### src/rtl/niosii_system_sysid_regbank.sv
// System ID register bank: read-only ID/timestamp words, a prescaled uptime
// counter with a high-word shadow, a scratch register, control and sticky status.
// Reads come back through a fixed-latency pipeline.
module niosii_system_sysid_regbank #(
  parameter logic [31:0] ID_VALUE      = 32'h0000_0000,
  parameter logic [31:0] TIMESTAMP     = 32'h0000_0000,
  parameter int unsigned READ_LATENCY  = 1,
  parameter int unsigned COUNTER_WIDTH = 64,
  parameter int unsigned PRESCALE      = 1
) (
  input  logic        clock,
  input  logic        reset_n,
  input  logic [2:0]  address,
  input  logic        read,
  input  logic        write,
  input  logic [31:0] writedata,
  input  logic [3:0]  byteenable,
  output logic [31:0] readdata,
  output logic        readdatavalid
);

  localparam int unsigned CW = COUNTER_WIDTH;
  localparam int unsigned HW = COUNTER_WIDTH - 32;
  localparam logic [15:0] PRESC_MAX = 16'(PRESCALE - 1);

  logic [CW-1:0]    cnt_q, cnt_d;
  logic [15:0]      presc_q, presc_d;
  logic [31:0]      shadow_q, shadow_d;
  logic [31:0]      scratch_q, scratch_d;
  logic             en_q, en_d;
  logic             lock_q, lock_d;
  logic             ovf_q, ovf_d;

  logic [READ_LATENCY-1:0] vld_q;
  logic [31:0]             dat_q [READ_LATENCY];

  logic        wr_scratch, wr_ctrl, clr, w1c, rd_lo;
  logic        tick, wrap;
  logic [31:0] hi_ext;
  logic [31:0] rdata;

  // Access decode; scratch writes are blocked once the lock bit is set.
  always_comb begin
    wr_scratch = write && (address == 3'd4) && !lock_q;
    wr_ctrl    = write && (address == 3'd5) && byteenable[0];
    clr        = wr_ctrl && writedata[1];
    w1c        = write && (address == 3'd6) && byteenable[0] && writedata[0];
    rd_lo      = read && (address == 3'd2);
  end

  // Uptime prescaler and counter; clear beats a coincident increment.
  always_comb begin
    tick    = en_q && (presc_q == PRESC_MAX);
    wrap    = tick && (&cnt_q) && !clr;
    cnt_d   = cnt_q;
    presc_d = presc_q;
    if (clr) begin
      cnt_d   = '0;
      presc_d = '0;
    end else if (en_q) begin
      if (tick) begin
        presc_d = '0;
        cnt_d   = cnt_q + CW'(1);
      end else begin
        presc_d = presc_q + 16'd1;
      end
    end
  end

  // Control, scratch, status and shadow next-state.
  always_comb begin
    hi_ext         = '0;
    hi_ext[HW-1:0] = cnt_q[CW-1:32];
    en_d           = wr_ctrl ? writedata[0] : en_q;
    lock_d         = lock_q | (wr_ctrl & writedata[2]);
    shadow_d       = rd_lo ? hi_ext : shadow_q;
    scratch_d      = scratch_q;
    if (wr_scratch) begin
      for (int b = 0; b < 4; b++) begin
        if (byteenable[b]) scratch_d[8*b +: 8] = writedata[8*b +: 8];
      end
    end
    if (wrap)     ovf_d = 1'b1;
    else if (w1c) ovf_d = 1'b0;
    else          ovf_d = ovf_q;
  end

  // Read mux over the pre-access register values.
  always_comb begin
    rdata = '0;
    case (address)
      3'd0:    rdata = ID_VALUE;
      3'd1:    rdata = TIMESTAMP;
      3'd2:    rdata = cnt_q[31:0];
      3'd3:    rdata = shadow_q;
      3'd4:    rdata = scratch_q;
      3'd5:    rdata = {29'd0, lock_q, 1'b0, en_q};
      3'd6:    rdata = {31'd0, ovf_q};
      default: rdata = '0;
    endcase
  end

  // Register state update with synchronous active-low reset.
  always_ff @(posedge clock) begin
    if (!reset_n) begin
      cnt_q     <= '0;
      presc_q   <= '0;
      shadow_q  <= '0;
      scratch_q <= '0;
      en_q      <= 1'b1;
      lock_q    <= 1'b0;
      ovf_q     <= 1'b0;
    end else begin
      cnt_q     <= cnt_d;
      presc_q   <= presc_d;
      shadow_q  <= shadow_d;
      scratch_q <= scratch_d;
      en_q      <= en_d;
      lock_q    <= lock_d;
      ovf_q     <= ovf_d;
    end
  end

  // Read return pipeline; idle slots carry zero so readdata is 0 when not valid.
  always_ff @(posedge clock) begin
    if (!reset_n) begin
      vld_q <= '0;
      for (int i = 0; i < int'(READ_LATENCY); i++) dat_q[i] <= '0;
    end else begin
      vld_q[0] <= read;
      dat_q[0] <= read ? rdata : 32'd0;
      for (int i = 1; i < int'(READ_LATENCY); i++) begin
        vld_q[i] <= vld_q[i-1];
        dat_q[i] <= dat_q[i-1];
      end
    end
  end

  assign readdata      = dat_q[READ_LATENCY-1];
  assign readdatavalid = vld_q[READ_LATENCY-1];

endmodule

### config.mk
export PLATFORM = sky130hd
export DESIGN_NAME = niosii_system_sysid_regbank
export DESIGN_NICKNAME = d
export VERILOG_FILES = /design/src/rtl/niosii_system_sysid_regbank.sv
export SDC_FILE = /design/constraint.sdc
export NUM_CORES = 1
export LEC_CHECK = 0
export CORE_MARGIN = 1.5
export CORE_UTILIZATION = 57
export DETAILED_ROUTE_END_ITERATION = 16
export GPL_TIMING_DRIVEN = 0
export PLACE_DENSITY_LB_ADDON = 0.05
export SLEW_MARGIN = 20
export SYNTH_ARGS = -nofsm -noshare
export SYNTH_HDL_FRONTEND = slang
export SYNTH_SLANG_ARGS = --single-unit
export TNS_END_PERCENT = 1
### constraint.sdc
create_clock -name clock -period 2.7 [get_ports clock]
set_input_delay 0.27 -clock clock [delete_from_list [all_inputs] [get_ports clock]]
set_output_delay 0.27 -clock clock [all_outputs]
set_load 0.02 [all_outputs]
Word level (Yosys, flattened, before mapping)
Memory sizes are Yosys's and may differ from the RTL's. Index checks and enable logic that the tools add are counted.

Bits of input ports: 43. Bits in registers: 148. RAM bits: 32. Bits in latches: 0. Word-level logic and storage cells: 55. Output and inout port bits: 33. Memories: 1. Bits in read-only memories: 0.

Memories: dat_q (depth 1, bits a word 32, read ports 1, clocked after memory_dff 0, wr ports 1, RTL line 35) `logic [31:0] dat_q [READ_LATENCY];`.

Add/sub/neg operators: 2. Shift-type cells: 0. Mux-type cells: 9. Multiply operators: 0. Magnitude comparators: 0. Eq/ne operators: 5. Reductions and logical operators: 24. Div/mod/pow operators: 0. Bitwise gates (word level): 3.

Operators with widths (number): 32-bit one-hot mux with 5 select lines (1); 64-bit by 1-bit adder with 64-bit output (second input constant) (1); 32-bit two-way mux (2); 64-bit AND reduction (1); 32-bit OR reduction (1); 16-bit by 1-bit adder with 16-bit output (second input constant) (1); 16-bit zero test (1); 16-bit two-way mux (1); 1-bit logical AND (12); 2-bit AND reduction (5); 3-bit == test (second input constant) (3); 3-bit by 2-bit == test with 1-bit output (second input constant) (2); 1-bit two-way mux (5); 1-bit zero test (2); 2-bit nonzero test (1); 2-bit OR reduction (1); 1-bit bitwise AND (1); 1-bit NOT (1); 1-bit bitwise OR (1).

Depth between registers and ports, before layout
Word-level depth: 7. Gate-level depth with buffers: 10. Mapped depth without buffers: 7.

Worst setup path before layout
OpenSTA, ideal clock, no wires.

Path kind: flip-flop to flip-flop. From: reg presc_q[0]. To: reg cnt_q[16]. Library setup time: 0.070 ns. Path buffers: 1. Data arrival time: 2.088 ns. Data required time: 2.630 ns. Slack: 0.542 ns. Clock period less this slack: 2.158 ns. Cell stages (with the launch flop): 9. Path through: dfxtp_1 inv_1 ha_1 nor4b_4 nand4_4 or4_1 buf_2 or3_1 a21oi_1.

Word-level cells in the longest chain between the ends: 3.

RTL lines: start: declaration (RTL line 27) `logic [15:0] presc_q, presc_d;`; start signal: assignment (RTL line 115) `presc_q <= presc_d;`; 16-bit zero test (RTL line 53) `tick = en_q && (presc_q == PRESC_MAX);`; 1-bit logical AND (RTL line 53); 2-bit AND reduction (no line); end signal: assignment (RTL line 114) `cnt_q <= cnt_d;`; end: declaration (RTL line 26) `logic [CW-1:0] cnt_q, cnt_d;`.

No other way between the ends. A chain may end at the register's enable or synchronous reset.

Final worst setup path
From: reg presc_q[0]. To: reg cnt_q[63].

The elaborated chain is that of the path after synthesis.

==> flow_metrics.py <==
metrics = {
    "setup_path": {
        "cp-end-kind": "register",
        "cpPeakStageDelay_ps": 550,
        "cp.required_ps": 3070,
        "path_class": "register to register",
        "crit_chain": "inv_1 -> ha_1 -> nor4b_4 -> and4_1 -> buf_4 -> nand2_2 -> buf_2 -> nor4_1 -> mux2i_1",
        "cp-start-kind": "register",
        "crit_fanout": 10,
        "path_buf_inv": 3,
        "arrival_ps": 2950,
        "critPathTopFamily": "simple AND/OR/NAND/NOR gates",
        "cp_slowest_cell": "nor4_1",
    },
    "synthesis": {
        "synth_commonest_cells": "180 x dfxtp_1, 137 x nand2_1, 109 x nor2_1",
        "synth_nets": 1005,
        "avgSynthCellArea_um2": 8.37,
        "ys_ff_latch": 180,
        "yosysMostFrequentCell": "dfxtp_1",
        "yosysWarnings": 0,
        "synthArstFlopShare_pct": 0,
        "synth_top_area_share_pct": 44.9,
        "netlist_instances": 959,
        "synth.distinct_cells": 45,
        "syn_area_mm2": 0.00803,
        "synth_area_leaders": "dfxtp_1 45%, nand2_1 6.4%, a21boi_0 6.1%, nor2_1 5.1%, a21oi_1 4.6%",
        "synth_edf_count": 0,
        "synth-main-ff-cell": "dfxtp_1",
        "synth.largest_area_cell": "dfxtp_1",
        "yosysSeqAreaShare_pct": 44.9,
    },
    "final_layout": {
        "syn_to_final_growth_pct": 19.2,
        "drive_gt1_share_pct": 5.46,
        "final_nets": 1096,
        "fin_cells": 1243,
        "n_antenna_cell": 0,
    },
    "die": {
        "core_region_area_mm2": 0.0138,
        "die_width_um": 122,
        "fp.dieArea_mm2": 0.0148,
        "io_pins": 76,
        "num_rows": 43,
        "initial_core_util_pct": 58.0,
        "fp.dieH_um": 122,
    },
    "power": {
        "combPwrFrac_pct": 5.1,
        "p_leak_nw": 3.01,
        "power_frac_seq_pct": 50.0,
        "p_per_area_mw_per_mm2": 560,
        "peakVddDrop_mv": 0.437,
        "p_int_mw": 4.15,
        "p_sw_mw": 1.21,
        "switching_share_pct": 22.7,
        "p_clk_share_pct": 44.9,
    },
    "grt": {
        "grt.total_usage_pct": 29.1,
        "grt_max_degree": 17,
        "antenna_found_initial": 0,
        "grt_pass1_wl_mm": 33.2,
        "grt_pass1_vias": 6453,
        "gr-total-overflow": 0,
    },
    "timing": {
        "finalHoldViolCount": 0,
        "finalWorstSetupSlack_ps": 118,
        "rsz0062_at_grt": "true",
        "tightest_slew_ps": 861,
        "slew-limit-headroom_pct": 42.1,
        "hold_slack_ps": 256,
        "fin_tns_setup_ps": 0,
        "max_freq_mhz": 387,
        "period_share_pct": 95.6,
        "finalSetupViolCount": 0,
        "drv_slew": 0,
        "worst_clock_skew_ps": 6.21,
        "fin_crit_ps": 2580,
    },
    "drt": {
        "wl_met3_mm": 1.36,
        "vias_per_cell": 5.80,
        "drtAntennaViolNets": 0,
        "dr_wl_met2_mm": 9.03,
        "routed.top_layer": "met4",
        "drt_iter0_drc": 564,
        "drtPass1Iterations": 5,
        "wl_met1_mm": 9.86,
        "wirelength_mm": 20.9,
        "avgRoutedWirePerCell_um": 16.8,
        "vias": 7213,
        "remaining_drc_errors": 0,
    },
    "clock_tree": {
        "clkTransAtPathRegs_ps": 70,
        "cts-root-buf": "clkbuf_16",
        "h-tree-depth": 4,
        "clock_path_buffers": 2,
        "post_cts_resized": 0,
        "tritoncts": "done",
        "clkSinkCount": 180,
        "post-cts-setup-buffers": 0,
        "cts_buffers": 17,
        "cts_hold_buffers": 0,
        "clock_latency_ps": 430,
    },
    "run": {
        "cap_violations": 0,
    },
    "placement": {
        "portBuffers": 72,
        "gp_congestion": 0.942,
        "post-place-ws_ps": -16.8,
        "placed_cells": 1211,
        "dp_hpwl_mm": 15.2,
    },
    "status": {
        "status": "finished clean",
    },
    "worst_hold_path": {
        "hold_class": "primary input to register",
    },
}
[worst paths after layout]
| kind | start | to | slack, ps | cells after the start |
|---|---|---|---|---|
| worst max-delay path | presc_q[0] | cnt_q[63] | 120 | 9 |
| worst min-delay path | byteenable[2] | scratch_q[22] | 260 | 3 |
| worst min register to register | scratch_q[26] | scratch_q[26] | 460 | 2 |
| worst max register to register | presc_q[0] | cnt_q[63] | 120 | 9 |
[cell usage in the layout (no fill, tap or decap), drive strengths merged, types with 3 or more instances in the layout]
master         count
clkinvlp           4
ha                 3
a21boi            65
and3               5
and2               4
clkinv             4
dfxtp            180
or3               19
buf               10
mux2i             32
nor3               9
nand2            138
inv               13
nand3             68
and4              15
nand4             38
xor2              19
clkdlybuf4s50     72
or4               23
xnor2             16
o31ai             22
nand2b             4
nor2             109
clkbuf            70
nor2b              3
a21oi             74
nor4              11
o21ai             20
[logic make-up (layout without fill, tap and decap cells)]
family | count (synthesis) | in the layout | share of synthesized area (%)
mux | 33 | 33 | 4.13
compound gates | 188 | 188 | 14.7
fa+ha+maj | 3 | 3 | 0.468
xor+xnor | 35 | 35 | 3.82
simple gates | 449 | 449 | 28.2
buf+inv | 71 | 175 | 3.76
flops | 180 | 180 | 44.9
[tightest hold or removal path, stage by stage]
cell,delay [ps]
clkbuf_1,180
nand3_1,120
a21boi_0,70
[flip-flops by register name, indices dropped and copies added (netlist names)]
name,flops
cnt_q,64
en_q,1
scratch_q,32
readdatavalid,1
ovf_q,1
dat_q,32
shadow_q,32
presc_q,16
lock_q,1
[cell type report]
cell class              count  area (um2)
inverters                  11        41.3
well taps                 180         225
multi-input cells         708        4150
flip-flops and latches    180        3600
repair buffers             72         721
fillers                  1176        4260
plain buffers              60         263
clock inverters            12         131
clock buffers              20         437
[power groups by stage]
| stage | clock network [mW] | registers, mW | logic [mW] |
|---|---|---|---|
| after floorplan | 0 | 2.74 | 0.147 |
| after global placement | 0 | 2.74 | 0.271 |
| after detailed placement | 0 | 2.74 | 0.271 |
| after CTS | 2.43 | 2.68 | 0.273 |
| after global routing | 2.54 | 2.68 | 0.299 |
| final | 2.41 | 2.68 | 0.274 |
[per-stage QoR]
step	util, %	total power [mW]	area, um2
finish	69.2	5.36	9570
global route	69.2	5.52	9570
CTS	69.0	5.39	9540
detailed placement	64.9	3.01	8970
global placement	64.9	3.01	8970
floorplan	-	2.89	8030
[metal layers]
metal | up-vias | track usage (%)
li1 | 3583 | -
met1 | 3317 | 40.6
met2 | 269 | 44.1
met3 | 44 | 5.48
met4 | 0 | 12.6
met5 | - | 0
No activity file was read; power rests on OpenSTA's default activity.
